### src/rtl/dm_arbiter.sv
// Two-master round-robin arbiter in front of the single-port data memory.
// Master 0 is the CPU load/store port, master 1 the DMA/debug port.
module dm_arbiter #(
  parameter int AW = 32
) (
  input  logic          clk,
  input  logic          reset,
  input  logic          m0_req,
  input  logic          m0_we,
  input  logic [3:0]    m0_be,
  input  logic [AW-1:0] m0_addr,
  input  logic [AW-1:0] m0_wdata,
  input  logic [AW-1:0] m0_pc,
  output logic          m0_ack,
  output logic [AW-1:0] m0_rdata,
  input  logic          m1_req,
  input  logic          m1_we,
  input  logic [3:0]    m1_be,
  input  logic [AW-1:0] m1_addr,
  input  logic [AW-1:0] m1_wdata,
  input  logic [AW-1:0] m1_pc,
  output logic          m1_ack,
  output logic [AW-1:0] m1_rdata,
  output logic          dm_ce,
  output logic          dm_we,
  output logic          dm_re,
  output logic [3:0]    dm_be,
  output logic [AW-1:0] dm_addr,
  output logic [AW-1:0] dm_din,
  output logic [AW-1:0] dm_pc,
  input  logic [AW-1:0] dm_dout,
  input  logic          dm_ready,
  output logic [1:0]    grant
);

  typedef enum logic [1:0] {
    IDLE = 2'd0,
    OWN0 = 2'd1,
    OWN1 = 2'd2
  } st_e;

  st_e  st_q, st_d;
  logic last_q, last_d;
  logic own0, own1;

  // The reset cycle must neither ack nor strobe the DM.
  assign own0  = (st_q == OWN0) & ~reset;
  assign own1  = (st_q == OWN1) & ~reset;
  assign grant = {st_q == OWN1, st_q == OWN0};

  always_comb begin
    dm_ce   = 1'b0;
    dm_we   = 1'b0;
    dm_re   = 1'b0;
    dm_be   = '0;
    dm_addr = '0;
    dm_din  = '0;
    dm_pc   = '0;
    unique case (1'b1)
      own0: begin
        dm_ce   = m0_req;
        dm_we   = m0_req & m0_we;
        dm_re   = m0_req & ~m0_we;
        dm_be   = m0_req ? m0_be : 4'h0;
        dm_addr = m0_req ? m0_addr : '0;
        dm_din  = m0_req ? m0_wdata : '0;
        dm_pc   = m0_req ? m0_pc : '0;
      end
      own1: begin
        dm_ce   = m1_req;
        dm_we   = m1_req & m1_we;
        dm_re   = m1_req & ~m1_we;
        dm_be   = m1_req ? m1_be : 4'h0;
        dm_addr = m1_req ? m1_addr : '0;
        dm_din  = m1_req ? m1_wdata : '0;
        dm_pc   = m1_req ? m1_pc : '0;
      end
      default: ;
    endcase
  end

  assign m0_ack   = own0 & m0_req & dm_ready;
  assign m1_ack   = own1 & m1_req & dm_ready;
  assign m0_rdata = own0 ? dm_dout : '0;
  assign m1_rdata = own1 ? dm_dout : '0;

  always_comb begin
    st_d   = st_q;
    last_d = last_q;
    unique case (st_q)
      IDLE: begin
        if (m0_req & m1_req)
          st_d = last_q ? OWN0 : OWN1;
        else if (m0_req)
          st_d = OWN0;
        else if (m1_req)
          st_d = OWN1;
      end
      OWN0: begin
        if (!m0_req) begin
          st_d = IDLE;
        end else if (dm_ready) begin
          last_d = 1'b0;
          st_d   = m1_req ? OWN1 : OWN0;
        end
      end
      OWN1: begin
        if (!m1_req) begin
          st_d = IDLE;
        end else if (dm_ready) begin
          last_d = 1'b1;
          st_d   = m0_req ? OWN0 : OWN1;
        end
      end
      default: st_d = IDLE;
    endcase
  end

  always_ff @(posedge clk) begin
    if (reset) begin
      st_q   <= IDLE;
      last_q <= 1'b1;
    end else begin
      st_q   <= st_d;
      last_q <= last_d;
    end
  end

endmodule

### config.mk
export PLATFORM = sky130hd
export DESIGN_NAME = dm_arbiter
export DESIGN_NICKNAME = d
export VERILOG_FILES = /design/src/rtl/dm_arbiter.sv
export SDC_FILE = /design/constraint.sdc
export NUM_CORES = 1
export LEC_CHECK = 0
export CAP_MARGIN = 10
export CORE_AREA = 2 2 161 163
export DETAILED_ROUTE_END_ITERATION = 10
export DIE_AREA = 0 0 163 165
export PLACE_DENSITY = 0.51
export SETUP_SLACK_MARGIN = 0.2
export SKIP_CTS_REPAIR_TIMING = 1
export SYNTH_ARGS = -nofsm -noshare
export SYNTH_HDL_FRONTEND = slang
export SYNTH_SLANG_ARGS = --single-unit
### constraint.sdc
create_clock -name clk -period 2 [get_ports clk]
set_input_delay 0.5 -clock clk [delete_from_list [all_inputs] [get_ports clk]]
set_output_delay 0.5 -clock clk [all_outputs]
set_load 0.05 [all_outputs]
Word-level counts from Yosys, hierarchy flattened
Index checks and enable logic that the tools add are counted.

operators by class
  reduce and logical (&&, ||, !) cells = 4
  magnitude comparators = 0
  bitwise operators = 14
  multipliers = 0
  mux-type cells = 33
  add/subtract/negate cells = 0
  shifts and indexed selects = 0
  divide/modulo/power cells = 0
  equal/unequal tests = 9

operators with widths
  cell                  count
  $mux W32              8
  $pmux W32 S2          3
  $mux W2               10
  $and A1 B1 Y1         11
  $mux W4               2
  $ne A2 B2 Y1 const B  4
  $pmux W1 S2           4
  $pmux W4 S2           1
  $ne A3 B3 Y1 const B  2
  $pmux W2 S3           1
  $reduce_and A5 Y1     1
  $mux W1               4
  $ne A4 B4 Y1 const B  1
  $not A1 Y1            3
  $reduce_and A3 Y1     1
  $eq A2 B1 Y1 const B  1
  $eq A2 B2 Y1 const B  1
  $logic_not A2 Y1      1
  $reduce_bool A2 Y1    1

storage, ports and cells
  logic and storage cells = 62
  memory bits (read-only) = 0
  output and inout bits = 171
  flip-flop bits (word level) = 3
  memories = 0
  bits of input ports = 239
  bits in latches = 0
  memory bits (writable) = 0

Depth between registers and ports, before layout
  depth in word-level cells = 4
  mapped depth = 5

Worst setup path after synthesis
Ideal clock, no wire load.

  kind = input -> output
  from = input port reset
  to = output port dm_addr[0]
  path buffers = 2
  cell stages on the path = 5
  path slack = -0.050 ns
  arrival = 1.550 ns
  required time = 1.500 ns
  cells stage by stage = nand2b_1 nor2_1 buf_4 buf_4 a22o_1

on the way
  longest elaborated chain between the ends = 3
  elaborated cells between the ends (all ways) = 4
  classes of those cells = mux: 1; bitwise: 3

RTL lines
  element                           line    source
  start: declaration                7       input logic reset,
  $not A1 Y1 *                      47, 48
  $and A1 B1 Y1 (on tied branches)  48, 47
  $pmux W32 S2 *                    59      unique case (1'b1)
  end: declaration                  28      output logic [AW-1:0] dm_addr,

Mark *: on every way between the ends. The rest lies on a longest branch, timed or not.

Worst setup path in the final report
  from = register st_q[1]
  to = output port dm_pc[20]

on the way
  longest elaborated chain between the ends = 3
  elaborated cells between the ends (all ways) = 5
  classes of those cells = eq/ne: 2; mux: 1; bitwise: 2

RTL lines
  element                                       line    source
  start: declaration                            42      st_e st_q, st_d;
  start signal: assignment                      124     st_q <= st_d;
  $eq A2 B2 Y1 or $eq A2 B1 Y1 (tied branches)  48, 47
  $and A1 B1 Y1 (on tied branches)              48, 47
  $pmux W32 S2 *                                59
  end: declaration                              30      output logic [AW-1:0] dm_pc,

Marked as above.

==> metrics.yaml <==
instances_no_fill: 998
final_hold_viol_count: 0
clock_transition_at_the_registers_of_the_reported_paths_ns: 0.03
power.static_leakage_nw: 3.986
critPathMostFrequentCell: "buf_12"
grtUsageMet1_pct: 13.09
worst_slew_pin_slew_ns: 0.2345
post-place-ws_ns: -0.5001
fraction_of_layout_cells_with_a_size_suffix_above_1_pct: 61.95
global_route_usage_over_all_layers_pct: 11.80
synth.net_count: 464
num-fill-cells: 2374
maxClockFrequency_mhz: 477.7
place_hpwl_um: 15590
root_buffer: "clkbuf_16"
route.detailed.vias_per_inst: 3.824
finalInstanceArea_um2: 9493
final_critical_path_setup_slack_ns: -0.09355
gpl.final_weighted_congestion: 0.7409
pin_count_of_the_biggest_net_entering_global_routing: 37
post_drt_wl_per_cell_um: 19.05
globalRoute.totalOverflow: 0
grt.met2_usage_pct: 21.32
cts_buffers: 3
startpoint_type: "flip-flop"
die-width_um: 163
critical_path.slowest_cell: "dfxtp_4"
crit_type: "reg -> out"
report.final.setup_viol: 132
synth_top_cell_area_share_pct: 51.52
port_buffer_count: 409
detailedRoute.firstPassIterationCount: 4
vdd_drop_max_mv: 0.1751
std_cell_rows: 58
synth_cell_type_count: 21
layout-area-overhead-vs-synth_pct: 447.4
worstPathCellList: "nand2b_4, nor2_4, buf_12, buf_12, clkbuf_16, a22o_4, buf_12"
number_of_top_level_design_ports: 410
drc_errors: 0
grt_first_pass_wirelength_um: 23880
cts_tree: "done"
finalCritPeriodShare_pct: 104.7
fin_nets: 905
cp_data_arrival_time_ns: 1.59
maxCapViolCount: 0
clockBufferDepth: 2
post_synth_main_area_contributors: "a22o_1 (52%), and2_1 (24%), buf_6 (5.8%), buf_4 (4.3%), dfxtp_1 (3.5%)"
power_density_nw_per_um2: 212.7
grt_busiest_layer: "met2"
detail-route-antenna-nets: 0
die_height_um: 165
worst-path-max-fanout: 8
finalMaxSlewViolations: 0
synth_top_area_cell: "a22o_1"
total_die_area_um2: 26900
fin_setup_tns_ns: -5.583
number_of_global_route_vias_before_repair: 3917
worstHoldPathType: "in -> reg"
area_of_the_mapped_netlist_um2: 1734
layout_common_cells: "clkdlybuf4s50_1 (233), buf_12 (180), a22o_4 (71)"
postSynthCellCount: 225
worst_setup_path_end_kind: "output pin"
maxSlewHeadroom_pct: 84.33
drt-initial-drc-count: 92
core_um2: 25040
layout.cells.most_common: "clkdlybuf4s50_1"
grt_use_met3_pct: 4.495
placed_standard_cell_area_um2: 8553
clk_latency_worst_skew_pair_ns: 0.22
grt_antenna_before_repair: 4
initial_core_util_pct: 6.927
post_synth.cell_area_avg_um2: 7.707
cp.required_ns: 1.50
placedCellCount: 973
failed_checks: "setup timing"
cts_num_sinks: 3
reg2reg_setup_slack_ns: 0.93
synth_sequential_area_ratio_pct: 3.463
detail_route.wirelength_um: 19020
outcome: "finished, violations left"
grt_setup_unrepaired: "true"
min_period_ns: 2.094
yosysWarningCount: 0
yosys_register_bits: 3
htree_num_levels: 1
clock_skew_after_layout_ns: 0.0001620
critPathMaxStageDelay_ns: 0.33
routed-via-count: 3816
-- critical path: cells and delay by family (launching register included) --
family                 cells  cell delay [ns]
and+or+nand+nor            2             0.19
AOI/OAI and AO/OA          1             0.25
buffers and inverters      4             0.58
DFF                        1             0.33
-- cell type report --
cell class / count / area [µm²] / share of cell area [%]
clock buffers: 4 / 78.83 / 0.8304
repair buffers: 465 / 6586 / 69.38
flip-flops and latches: 3 / 65.06 / 0.6854
multi-input cells: 191 / 2335 / 24.59
well taps: 330 / 412.9 / 4.350
inverters: 2 / 7.507 / 0.07908
diodes: 3 / 7.507 / 0.07908
-- metal layers --
layer / wire [µm] / part of all wire (%)
met4: 131 / 0.69
met5: 0 / 0
met3: 1963 / 10
met1: 6906 / 36
met2: 10010 / 53
-- synth_stat cells --
library cell	n
nor2_2	1
nor3_1	2
nand2_1	4
buf_4	10
or2_2	1
a22o_1	102
inv_1	2
o31ai_1	1
nand3_1	1
and2_1	66
nand2b_1	2
clkbuf_1	6
a21oi_1	1
a221oi_1	2
nand2b_4	2
o22ai_1	1
nor2_1	4
buf_6	9
dfxtp_1	3
buf_2	4
o211ai_1	1
-- metrics by stage --
stage | power, mW | hold WS [ns] | utilization, %
floorplan | 0.5791 | 0.4882 | -
global placement | 1.569 | 0.5110 | 34.16
detailed placement | 1.575 | 0.5163 | 34.16
CTS | 1.902 | 0.5211 | 34.48
global route | 2.097 | 0.5025 | 37.92
finish | 2.019 | 0.4784 | 37.92
-- path summary, 6_finish.rpt --
path / startpoint / end / cells after the start
max: st_q[1] / dm_pc[20] / 7
min: m0_req / st_q[1] / 2
max reg2reg: st_q[0] / st_q[1] / 4
min reg2reg: last_q / last_q / 2
-- cell families (layout without fill, tap and decap cells) --
| family | after synthesis | in the layout | synth area share [%] |
|---|---|---|---|
| AOI/OAI and AO/OA | 108 | 108 | 54.04 |
| buffers and inverters | 31 | 471 | 13.06 |
| DFF | 3 | 3 | 3.463 |
| other | 0 | 3 | 0 |
| and+or+nand+nor | 83 | 83 | 29.44 |
-- flip-flops by register name, summed over array words and instances, names as in the netlist --
| name | flops |
|---|---|
| st_q | 2 |
| last_q | 1 |
-- report_power, final --
group / switching (mW) / internal [mW] / total, mW
Combinational: 0.674 / 0.965 / 1.64
Clock: 0.0507 / 0.263 / 0.313
Sequential: 0.00322 / 0.0635 / 0.0667
Total: 0.728 / 1.29 / 2.02
No activity file was read; power rests on OpenSTA's default activity.
